### config.mk
export PLATFORM = sky130hd
export DESIGN_NAME = mem_access_ctrl
export DESIGN_NICKNAME = d
export VERILOG_FILES = /design/src/rtl/mem_access_ctrl.sv
export SDC_FILE = /design/constraint.sdc
export NUM_CORES = 1
export LEC_CHECK = 0
export ABC_CLOCK_PERIOD_IN_PS = 2800
export CAP_MARGIN = 30
export CORE_MARGIN = 4
export CORE_UTILIZATION = 30
export DETAILED_ROUTE_END_ITERATION = 8
export GPL_TIMING_DRIVEN = 0
export SLEW_MARGIN = 10
export SYNTH_ARGS = -nofsm -noshare
export SYNTH_HDL_FRONTEND = slang
export SYNTH_SLANG_ARGS = --single-unit
### constraint.sdc
create_clock -name clk -period 2.8 [get_ports clk]
set_input_delay 0.42 -clock clk [delete_from_list [all_inputs] [get_ports clk]]
set_output_delay 0.42 -clock clk [all_outputs]
set_load 0.02 [all_outputs]
### src/rtl/mem_access_ctrl.sv
`default_nettype none
// ============================================================================
// Module      : mem_access_ctrl
// Description : Load/store sequencer for a word-organised data memory with
//               sub-word read-modify-write and alignment/range checking.
// Revision    : 1.0
// ============================================================================
module mem_access_ctrl #(
    parameter int MEM_WORDS = 1024
) (
    input  logic        clk,
    input  logic        rst,
    input  logic        req_valid,
    input  logic        req_we,
    input  logic [1:0]  req_size,
    input  logic        req_unsigned,
    input  logic [31:0] req_addr,
    input  logic [31:0] req_wdata,
    output logic        req_ready,
    output logic        stall,
    output logic        resp_valid,
    output logic [31:0] resp_rdata,
    output logic        resp_err,
    output logic        mem_WE,
    output logic [31:0] mem_A,
    output logic [31:0] mem_WD,
    input  logic [31:0] mem_RD
);

    localparam logic [1:0]  S_IDLE = 2'd0;
    localparam logic [1:0]  S_RD   = 2'd1;
    localparam logic [1:0]  S_WR   = 2'd2;
    localparam logic [1:0]  S_RESP = 2'd3;
    localparam logic [31:0] C_MEM_WORDS = 32'(MEM_WORDS);

    logic [1:0]  state_q, state_d;
    logic        we_q, we_d;
    logic [1:0]  size_q, size_d;
    logic        uns_q, uns_d;
    logic [31:0] addr_q, addr_d;
    logic [31:0] wdata_q, wdata_d;
    logic [31:0] word_q, word_d;
    logic        err_q, err_d;

    logic        w_err;
    logic [31:0] w_merged;
    logic [31:0] w_load;
    logic [7:0]  w_byte;
    logic [15:0] w_half;

    always_comb begin
        case (req_size)
            2'b00:   w_err = 1'b0;
            2'b01:   w_err = req_addr[0];
            2'b10:   w_err = |req_addr[1:0];
            default: w_err = 1'b1;
        endcase
        if ({2'b00, req_addr[31:2]} >= C_MEM_WORDS) begin
            w_err = 1'b1;
        end
    end

    always_comb begin
        state_d = state_q;
        we_d    = we_q;
        size_d  = size_q;
        uns_d   = uns_q;
        addr_d  = addr_q;
        wdata_d = wdata_q;
        word_d  = word_q;
        err_d   = err_q;
        case (state_q)
            S_IDLE: begin
                if (req_valid) begin
                    we_d    = req_we;
                    size_d  = req_size;
                    uns_d   = req_unsigned;
                    addr_d  = req_addr;
                    wdata_d = req_wdata;
                    err_d   = w_err;
                    if (w_err) begin
                        state_d = S_RESP;
                    end else if (req_we && (req_size == 2'b10)) begin
                        state_d = S_WR;
                    end else begin
                        state_d = S_RD;
                    end
                end
            end
            S_RD: begin
                word_d  = mem_RD;
                state_d = we_q ? S_WR : S_RESP;
            end
            S_WR:    state_d = S_RESP;
            default: state_d = S_IDLE;
        endcase
    end

    always_ff @(posedge clk) begin
        if (rst) begin
            state_q <= S_IDLE;
            we_q    <= 1'b0;
            size_q  <= 2'b00;
            uns_q   <= 1'b0;
            addr_q  <= 32'd0;
            wdata_q <= 32'd0;
            word_q  <= 32'd0;
            err_q   <= 1'b0;
        end else begin
            state_q <= state_d;
            we_q    <= we_d;
            size_q  <= size_d;
            uns_q   <= uns_d;
            addr_q  <= addr_d;
            wdata_q <= wdata_d;
            word_q  <= word_d;
            err_q   <= err_d;
        end
    end

    // Little-endian lanes: byte lane is addr[1:0], half lane is addr[1].
    always_comb begin
        w_merged = word_q;
        case (size_q)
            2'b00:   w_merged[{addr_q[1:0], 3'b000} +: 8]  = wdata_q[7:0];
            2'b01:   w_merged[{addr_q[1], 4'b0000} +: 16] = wdata_q[15:0];
            default: w_merged = wdata_q;
        endcase
    end

    always_comb begin
        w_byte = word_q[{addr_q[1:0], 3'b000} +: 8];
        w_half = word_q[{addr_q[1], 4'b0000} +: 16];
        case (size_q)
            2'b00:   w_load = {{24{~uns_q & w_byte[7]}}, w_byte};
            2'b01:   w_load = {{16{~uns_q & w_half[15]}}, w_half};
            default: w_load = word_q;
        endcase
    end

    assign req_ready  = (state_q == S_IDLE);
    assign stall      = (state_q != S_IDLE);
    assign resp_valid = (state_q == S_RESP);
    assign resp_err   = (state_q == S_RESP) && err_q;
    assign resp_rdata = ((state_q == S_RESP) && !we_q && !err_q) ? w_load : 32'd0;

    // Reset gates the strobe combinationally so an interrupted write never lands.
    assign mem_WE = (state_q == S_WR) && !rst;
    assign mem_A  = ((state_q == S_RD) || (state_q == S_WR)) ? {addr_q[31:2], 2'b00} : 32'd0;
    assign mem_WD = (state_q == S_WR) ? w_merged : 32'd0;

endmodule
`default_nettype wire

== Word-level counts from Yosys, hierarchy flattened ==
Index checks and enable logic that the tools add are counted.
Widths: inputs -> output; s select.

* Logic and storage cells: 56
* Input port bits: 103
* Flip-flop bits (word level): 103
* Output and inout port bits: 101

* Bitwise operators: 3
* Mux-type cells: 14
* Add/subtract/negate cells: 2
* Magnitude comparators: 1
* Shift operators: 6
* Equal/unequal tests: 7
* Reduce and logical (&&, ||, !) cells: 15

{| class="wikitable"
|+ Operators by type and width
! kind !! number
|-
| $pmux 32 s2 || 2
|-
| $mux 32 || 3
|-
| $bwmux 32 || 2
|-
| $shift 16x7->32 const A || 1
|-
| $shift 8x7->32 const A || 1
|-
| $shiftx 16x7->32 || 1
|-
| $shiftx 32x6->16 || 1
|-
| $shiftx 32x6->8 || 1
|-
| $shiftx 8x7->32 || 1
|-
| $ge 30x11->1 const B || 1
|-
| $neg 5->7 || 2
|-
| $eq 2x1->1 const B || 3
|-
| $eq 2x2->1 const B || 3
|-
| $logic_not 2->1 || 3
|-
| $mux 2 || 3
|-
| $pmux 2 s3 || 1
|-
| $logic_and 1x1->1 || 5
|-
| $logic_not 1->1 || 3
|-
| $pmux 1 s3 || 1
|-
| $and 1x1->1 || 2
|-
| $mux 1 || 2
|-
| $ne 2x2->1 const B || 1
|-
| $reduce_and 2->1 || 1
|-
| $reduce_bool 2->1 || 1
|-
| other kinds (3) || 3
|}

== Longest topological paths before layout ==
Gate-level depths: netlist of run 1.

* Word-level depth: 6
* Mapped depth: 9
* Depth with buffers taken out: 6

== Worst setup path before layout of run 1 ==
No wires, ideal clock.

* Path type: flip-flop to output port
* Start point: register addr_q[1]
* End point: output mem_WD[0]
* Arrival: 2.310 ns
* Path buffers: 2
* Required time: 2.380 ns
* Stages on the path, launching flop included: 9
* Slack: 0.070 ns
* Cells stage by stage: dfxtp_1 buf_6 buf_2 inv_2 ha_1 or3b_2 a32oi_2 a22oi_1 nor2b_1

* Longest elaborated chain between the ends: 5
* Elaborated cells on any way between the ends: 10
* Those cells by class: 2 x add/sub; 4 x shift; 4 x mux

{| class="wikitable"
|+ RTL lines
! item !! line !! source
|-
| start: declaration || 40 || <nowiki>logic [31:0] addr_q, addr_d;</nowiki>
|-
| start signal: assignment || 114 || <nowiki>addr_q <= addr_d;</nowiki>
|-
| $neg 5->7, on equally long branches || 126, 125 ||
|-
| $shiftx 16x7->32, or another cell as far along || 126 || <nowiki>2'b01: w_merged[{addr_q[1], 4'b0000} +: 16] = wdata_q[15:0];</nowiki>
|-
| $bwmux 32, on equally long branches || 126, 125 ||
|-
| $pmux 32 s2 * || 124 || <nowiki>case (size_q)</nowiki>
|-
| $mux 32 * || 150 || <nowiki>assign mem_WD = (state_q == S_WR) ? w_merged : 32'd0;</nowiki>
|-
| end: declaration || 26 || <nowiki>output logic [31:0] mem_WD,</nowiki>
|}

Mark *: on every way between the ends. The rest lies on a longest branch, timed or not.

== Worst setup path in the final report of run 1 ==
* Start point: register addr_q[0]
* End point: output mem_WD[5]

* Longest elaborated chain between the ends: 5
* Elaborated cells on any way between the ends: 6
* Those cells by class: 1 x add/sub; 2 x shift; 3 x mux

{| class="wikitable"
|+ RTL lines
! item !! line !! source
|-
| $neg 5->7 * || 125 || <nowiki>2'b00: w_merged[{addr_q[1:0], 3'b000} +: 8] = wdata_q[7:0];</nowiki>
|-
| $shiftx 8x7->32 or $shift 8x7->32 (tied branches) || 125 ||
|-
| $bwmux 32 * || 125 ||
|-
| $pmux 32 s2 * || 124 ||
|-
| $mux 32 * || 150 ||
|}

Marks and branches as above.

==> impl_summary.log, run 1 <==
INFO  metric pre_cts_setup_slack = -0.782 ns
INFO  metric cp.required = 2.38 ns
INFO  metric die_area = 21900 um2
INFO  metric synth_cells = 775
INFO  metric ys.flop_type = sky130_fd_sc_hd__dfxtp_1
INFO  metric drc = 0
INFO  metric floorplan.die.height = 148 um
INFO  metric fin_skew = 0.00639 ns
INFO  metric first_global_vias = 6121
INFO  metric yosys.area_share.xor_xnor = 0
INFO  metric hold-worst-slack = 0.451 ns
INFO  metric grt_start_max_net_pins = 20
INFO  metric synth.top_cell.area_share = 0.351
INFO  metric most_common_cell_after_layout_fill_and_taps_aside = sky130_fd_sc_hd__nand2_1
INFO  metric violated_checks = negative setup slack
INFO  metric setup_violations = 2
INFO  metric grt.met1_usage = 0.262
INFO  metric final.min_clock_period = 2.90 ns
INFO  metric yosysWarnings = 0
INFO  metric ioPinCount = 204
INFO  metric drt_pre_antenna_iters = 5
INFO  metric grt_overflow_total = 0
INFO  metric max_cap_violations = 0
INFO  metric synth_simple_gate_area_share = 0.253
INFO  metric cts_hold_buf = 0
INFO  metric arrival = 2.48 ns
INFO  metric path_class = flop to primary output
INFO  metric cts-buffers-inserted = 9
INFO  metric worstMarginPinSlew = 0.739 ns
INFO  metric synth.area.mux_share = 0.0889
INFO  metric htree_levels = 3
INFO  metric drtAntennaViolNets = 0
INFO  metric ctsRootBufferMaster = sky130_fd_sc_hd__clkbuf_16
INFO  metric worstSetupStartpointType = flop
INFO  metric synth_adder_area_share = 0.0192
INFO  metric postLayoutSetupSlackWorst = -0.0969 ns
INFO  metric timing.final.crit_share = 1.03
INFO  metric main_combinational_cell_family_by_area_after_synthesis = simple AND/OR/NAND/NOR gates
INFO  metric finalInstanceArea = 8690 um2
INFO  metric highest_clock_frequency_the_design_can_meet = 345 MHz
INFO  metric avg_inst_size_synth = 7.58 um2
INFO  metric edff_count_synth = 0
INFO  metric post_drt_via_cell_ratio = 5.02
INFO  metric final_nets = 1110
INFO  metric grt_setup_unrepaired = true
INFO  metric cts.reportedPaths.clkPinSlew = 0.07 ns
INFO  metric crit_fanout = 8
INFO  metric run_status = finished, violations left
INFO  metric n_antenna_cell = 0
INFO  metric post_synth_main_area_contributors = sky130_fd_sc_hd__dfxtp_1 (35%), sky130_fd_sc_hd__nand2_1 (11%), sky130_fd_sc_hd__mux2i_1 (8.7%)
INFO  metric fraction_of_layout_cells_with_a_size_suffix_above_1 = 0.138
INFO  metric met3_usage = 0.0604
INFO  metric timing.setup.tns = -0.142 ns
INFO  metric final-hold-violation-count = 0
INFO  metric fillerInstances = 1938
INFO  metric number_of_antenna_violations_at_the_first_check_in_global_routing = 0
INFO  metric yosysUniqueCellTypes = 40
INFO  metric placement_rows = 50
INFO  metric total_wirelength_of_the_detailed_routed_design = 23.4 mm
INFO  metric cts_tree = yes
INFO  metric grt_usage = 0.204
INFO  metric synth.cell_area = 5870 um2
INFO  metric timing.critical_path.to_type = primary output
INFO  metric power.static_leakage = 3.36 nW
INFO  metric vias = 6334
INFO  metric synth_async_sr_flop_share = 0
INFO  metric use_met2 = 0.339
INFO  metric final_cell_mix = sky130_fd_sc_hd__nand2_1 (166), sky130_fd_sc_hd__clkdlybuf4s50_1 (136), sky130_fd_sc_hd__dfxtp_1 (101)
INFO  metric clk_path_buf_depth = 2
INFO  metric placed_area = 8200 um2
INFO  metric synth-compound-area-share = 0.227
INFO  metric wl_per_cell = 18.5 um
INFO  metric grt_first_pass_wirelength = 35.1 mm
INFO  metric worst-r2r-cell-count = 8
INFO  metric synth-seq-area-share = 0.351
INFO  metric netlist.top_cell.by_area = sky130_fd_sc_hd__dfxtp_1
INFO  metric tritoncts_num_sinks = 103
INFO  metric place_congestion = 0.860
INFO  metric port_buffers = 200
INFO  metric detailedRoute.firstIterationViolations = 532
INFO  metric hold_path_class = flop to flop
INFO  metric dp.final_hpwl = 17.7 mm
INFO  metric hold-path-cell-count = 2
INFO  metric placeableCoreArea = 19000 um2
INFO  metric yosys_register_bits = 103
INFO  metric power-per-cell-area = 773 nW/um2
INFO  metric maxSlewHeadroom = 0.507
INFO  metric insertion_delay_of_the_later_clocked_pin_in_the_worst_skew_pair = 0.36 ns
INFO  metric power.ir.vdd_worst = 0.423 mV
INFO  metric syn_to_final_growth = 48.1%
INFO  metric global_route.peak_usage_layer = met2
INFO  metric initial_core_util = 0.310
INFO  metric fp.dieW = 148 um
INFO  metric slew_viol_final = 0
==> path summary, 6_finish.rpt <==
kind,start,endpoint,slack (ns)
setup / recovery,addr_q[0],mem_WD[5],-0.1
hold / removal,addr_q[6],addr_q[6],0.45
setup reg to reg,state_q[0],addr_q[16],0.66
hold reg to reg,addr_q[6],addr_q[6],0.45
==> where the power goes <==
part	leakage (nW)	internal (mW)	switching, mW
clock network	0.136	0.625	0.637
registers	0.844	1.77	0.368
logic	2.38	1.40	1.92
==> stage by stage <==
step                std cells  total power [mW]   util
floorplan                 776              4.07      -
global placement         1236              5.25  0.433
detailed placement       1236              5.28  0.433
CTS                      1261              6.64  0.455
global route             1263              7.13  0.459
finish                   1263              6.72  0.459
==> metal layers <==
layer / wire length (um) / up-vias
li1: - / 3116
met1: 10000 / 2900
met2: 10700 / 285
met3: 2170 / 33
met4: 474 / 0
met5: 0 / -
==> cell families (layout without fill, tap and decap cells) <==
kind of cell | Yosys count | after routing
AO/OA/AOI/OAI | 194 | 194
AND/OR/NAND/NOR | 330 | 330
other | 1 | 2
adder cells (fa/ha/maj) | 9 | 9
multiplexers | 52 | 52
flip-flops | 103 | 103
buffers and inverters | 86 | 313
==> sequential cells by signal, summed over array words and instances, names as in the netlist <==
signal,flops
we_q,1
size_q,2
addr_q,32
wdata_q,32
word_q,32
err_q,1
state_q,2
uns_q,1
==> worst max-delay path: stages (launching register included) <==
cell and delay, ns:
sky130_fd_sc_hd__dfxtp_2 0.34, sky130_fd_sc_hd__buf_6 0.12, sky130_fd_sc_hd__clkinvlp_4 0.14, sky130_fd_sc_hd__ha_4 0.26
sky130_fd_sc_hd__or3b_4 0.40, sky130_fd_sc_hd__a32oi_4 0.32, sky130_fd_sc_hd__a22oi_1 0.12, sky130_fd_sc_hd__nor2b_1 0.22
sky130_fd_sc_hd__buf_4 0.18
==> cell usage after synthesis, types with 3 or more instances <==
cell type / count
sky130_fd_sc_hd__a221oi_2: 8
sky130_fd_sc_hd__nor4_1: 5
sky130_fd_sc_hd__dfxtp_1: 103
sky130_fd_sc_hd__a21boi_0: 8
sky130_fd_sc_hd__ha_1: 9
sky130_fd_sc_hd__a21oi_1: 91
sky130_fd_sc_hd__and2_1: 32
sky130_fd_sc_hd__nand2_1: 167
sky130_fd_sc_hd__nand2b_1: 3
sky130_fd_sc_hd__inv_1: 18
sky130_fd_sc_hd__a22oi_1: 32
sky130_fd_sc_hd__mux2i_1: 51
sky130_fd_sc_hd__buf_4: 3
sky130_fd_sc_hd__a22o_1: 16
sky130_fd_sc_hd__nor2b_1: 27
sky130_fd_sc_hd__nor3_1: 26
sky130_fd_sc_hd__clkbuf_1: 50
sky130_fd_sc_hd__buf_2: 11
sky130_fd_sc_hd__o21ai_0: 10
sky130_fd_sc_hd__a221o_1: 16
sky130_fd_sc_hd__o22ai_1: 7
sky130_fd_sc_hd__nor2_1: 60
==> cell type report <==
cell class,instances,area [um2],share of cell area
inverters,19,87.6,0.0101
flip-flops and latches,103,2070,0.238
repair buffers,214,1980,0.227
well taps,260,325,0.0374
plain buffers,64,313,0.0360
clock buffers,9,225,0.0259
clock inverters,7,63.8,0.00734
multi-input cells,587,3630,0.418
==> repair_timing <==
action / CTS / global route
endpoints found under the setup margin: 65 / 86
pin swaps: 3 / 6
setup buffers: 11 / 3
gates resized for setup: 192 / 92
Note: power is estimated with default switching activity, not from simulation.
==> run 2, diff against run 1 <==
--- a/config.mk
+++ b/config.mk
@@ -15,3 +15,4 @@
 export SYNTH_ARGS = -nofsm -noshare
 export SYNTH_HDL_FRONTEND = slang
 export SYNTH_SLANG_ARGS = --single-unit
+export TNS_END_PERCENT = 50
==> impl_summary.log, run 2 (synthesis gave the netlist of run 1 again) <==
INFO  metric hold-path-endpoint = addr_q[6]
INFO  metric cts.reportedPaths.clkPinSlew = 0.07 ns (about the same)
INFO  metric path_class = flop to primary output
INFO  metric final_nets = 1112 (+0.18%)
INFO  metric run_status = finished, violations left
INFO  metric grt_overflow_total = 0 (unchanged)
INFO  metric htree_levels = 3 (unchanged)
INFO  metric timing.critical_path.buf_inv = 3 (unchanged)
INFO  metric total_wirelength_of_the_detailed_routed_design = 23.4 mm (-0.15%)
INFO  metric crit_slowest_cell = sky130_fd_sc_hd__or3b_4
INFO  metric combinationalPowerShare = 0.494 (about the same)
INFO  metric placeableCoreArea = 19000 um2 (unchanged)
INFO  metric grt_setup_unrepaired = true
INFO  metric final.min_clock_period = 2.87 ns (-0.0237 ns)
INFO  metric port_buffers = 200 (unchanged)
INFO  metric final-hold-violation-count = 0 (unchanged)
INFO  metric setup.worst_path.start = addr_q[0]
INFO  metric timing.final.crit_share = 1.03 (-0.00847)
INFO  metric seq_power_share = 0.318 (about the same)
INFO  metric cts_hold_buf = 0 (unchanged)
INFO  metric crit_path_max_incr_delay = 0.39 ns (about the same)
INFO  metric critical-path-top-delay-family = simple AND/OR/NAND/NOR gates
INFO  metric place_congestion = 0.860 (unchanged)
INFO  metric power.ir.vdd_worst = 0.424 mV (about the same)
INFO  metric insertion_delay_of_the_later_clocked_pin_in_the_worst_skew_pair = 0.36 ns (about the same)
INFO  metric syn_to_final_growth = 48.5%
INFO  metric sw_frac_of_total = 0.435 (-0.000440)
INFO  metric arrival = 2.45 ns (-0.03 ns)
INFO  metric grt_first_pass_wirelength = 35.1 mm (unchanged)
INFO  metric fin_skew = 0.00599 ns (-0.000403 ns)
INFO  metric fraction_of_layout_cells_with_a_size_suffix_above_1 = 0.138 (+0.000721)
INFO  metric drt_pre_antenna_iters = 5 (unchanged)
INFO  metric worst-r2r-cell-count = 8 (unchanged)
INFO  metric detailedRoute.firstIterationViolations = 521 (-2.1%)
INFO  metric most_common_cell_after_layout_fill_and_taps_aside = sky130_fd_sc_hd__nand2_1
INFO  metric setup_violations = 3 (+1)
INFO  metric switchingPower = 2.93 mW (about the same)
INFO  metric n_antenna_cell = 0 (unchanged)
INFO  metric floorplan.die.height = 148 um (unchanged)
INFO  metric worstPathCellList = buf_6, clkinvlp_4, ha_4, or3b_4, a32oi_4, a22oi_1, nor2b_1, buf_4
INFO  metric cp.depth = 8 (unchanged)
INFO  metric clk_path_buf_depth = 2 (unchanged)
INFO  metric timing.critical_path.to_type = primary output
INFO  metric worstSetupStartpointType = flop
INFO  metric max_cap_violations = 0 (unchanged)
INFO  metric timing.setup.tns = -0.113 ns (+0.0289 ns)
INFO  metric fp.dieW = 148 um (unchanged)
INFO  metric postLayoutCoreUtil = 0.460 (+0.00139)
INFO  metric vias = 6343 (+0.14%)
INFO  metric largestRegisters = addr_q: 32 flops, wdata_q: 32 flops, word_q: 32 flops
INFO  metric wl_per_cell = 18.5 um (-0.30%)
INFO  metric min-delay-start = addr_q[6]
INFO  metric startpoint_of_the_worst_register_to_register_path = state_q[0]
INFO  metric r2r-end = addr_q[16]
INFO  metric drc = 0 (unchanged)
INFO  metric cts_tree = yes
INFO  metric highest_clock_frequency_the_design_can_meet = 348 MHz (+0.83%)
INFO  metric final_cell_mix = sky130_fd_sc_hd__nand2_1 (166), sky130_fd_sc_hd__clkdlybuf4s50_1 (137), sky130_fd_sc_hd__dfxtp_1 (101)
INFO  metric crit_fanout = 8 (unchanged)
INFO  metric total_power = 6.73 mW (about the same)
INFO  metric grt_usage = 0.204 (unchanged)
INFO  metric finalInstanceArea = 8720 um2 (+0.30%)
INFO  metric ioPinCount = 204 (unchanged)
INFO  metric grt_start_max_net_pins = 20 (unchanged)
INFO  metric clockPowerShare = 0.188 (about the same)
INFO  metric regToRegSetupSlack = 0.65 ns (about the same)
INFO  metric worstMarginPinSlew = 0.742 ns (+0.00270 ns)
INFO  metric slew_viol_final = 0 (unchanged)
INFO  metric number_of_antenna_violations_at_the_first_check_in_global_routing = 0 (unchanged)
INFO  metric dp.final_hpwl = 17.7 mm (unchanged)
INFO  metric internal_power = 3.80 mW (+0.17%)
INFO  metric die_area = 21900 um2 (unchanged)
INFO  metric hold-path-cell-count = 2 (unchanged)
INFO  metric power.static_leakage = 3.32 nW (-1.2%)
INFO  metric power-per-cell-area = 772 nW/um2 (-0.21%)
INFO  metric drtAntennaViolNets = 0 (unchanged)
INFO  metric initial_core_util = 0.310 (unchanged)
INFO  metric hold_path_class = flop to flop
INFO  metric cts-buffers-inserted = 9 (unchanged)
INFO  metric postLayoutSetupSlackWorst = -0.0732 ns (+0.0237 ns)
INFO  metric ctsRootBufferMaster = sky130_fd_sc_hd__clkbuf_16
INFO  metric violated_checks = negative setup slack
INFO  metric placement_rows = 50 (unchanged)
INFO  metric first_global_vias = 6116 (-0.082%)
INFO  metric hold-worst-slack = 0.450 ns (-0.000125 ns)
INFO  metric tritoncts_num_sinks = 103 (unchanged)
INFO  metric cp.required = 2.38 ns (about the same)
INFO  metric placed_area = 8200 um2 (unchanged)
INFO  metric maxSlewHeadroom = 0.506 (-0.00180)
INFO  metric post_drt_via_cell_ratio = 5.01 (about the same)
[run 2: final cells by class]
cell class,count,area [um2]
Inverter,19,87.6
Sequential cell,103,2070
Multi-Input combinational cell,587,3620
Timing Repair Buffer,215,2020
Tap cell,260,325
Fill cell,1929,10200
Clock inverter,7,63.8
Buffer,65,314
Clock buffer,9,225
[run 2: worst reg2reg max path, stage by stage, from the launching register on]
cell                       delay [ns]
sky130_fd_sc_hd__dfxtp_1         0.34
sky130_fd_sc_hd__inv_1           0.09
sky130_fd_sc_hd__ha_1            0.25
sky130_fd_sc_hd__and2_1          0.15
sky130_fd_sc_hd__clkbuf_1        0.30
sky130_fd_sc_hd__clkbuf_1        0.44
sky130_fd_sc_hd__buf_2           0.31
sky130_fd_sc_hd__nand2_1         0.08
sky130_fd_sc_hd__a21oi_1         0.12
[run 2: worst max path at each step]
stage | to | slack, ns
after floorplan | mem_WD[0] | 0.07
after global placement | mem_WD[7] | -0.75
after detailed placement | mem_WD[7] | -0.78
after CTS | resp_rdata[3] | -0.18
after global routing | mem_WD[24] | -0.15
final | mem_WD[5] | -0.07
[run 2: per-layer routing]
metal | vias to the layer above | routed length (um) | global-route usage
met2 | 274 | 10700 | 0.339
met5 | - | 0 | 0
met3 | 35 | 2100 | 0.0607
met1 | 2912 | 10000 | 0.263
li1 | 3122 | - | -
met4 | 0 | 515 | 0.0499
[run 2: power by group through the flow]
stage / clock (mW) / sequential (mW) / combinational, mW
after floorplan: 0 / 1.98 / 2.09
after global placement: 0 / 2.15 / 3.11
after detailed placement: 0 / 2.15 / 3.13
after CTS: 1.29 / 2.12 / 3.24
after global routing: 1.35 / 2.17 / 3.62
final: 1.26 / 2.14 / 3.32
[run 2: metrics by stage]
| step | worst slack [ns] | instances |
|---|---|---|
| 2_1_floorplan | 0.0703 | 776 |
| 3_3_place_gp | -0.749 | 1236 |
| 3_5_place_dp | -0.782 | 1236 |
| 4_1_cts | -0.177 | 1261 |
| 5_1_grt | -0.149 | 1265 |
| 6_report | -0.0732 | 1265 |
[run 2: repair_timing]
action,CTS,global route
setup endpoints to repair,65,83
pin swaps,3,13
setup buffers,10,5
gates resized for setup,195,83
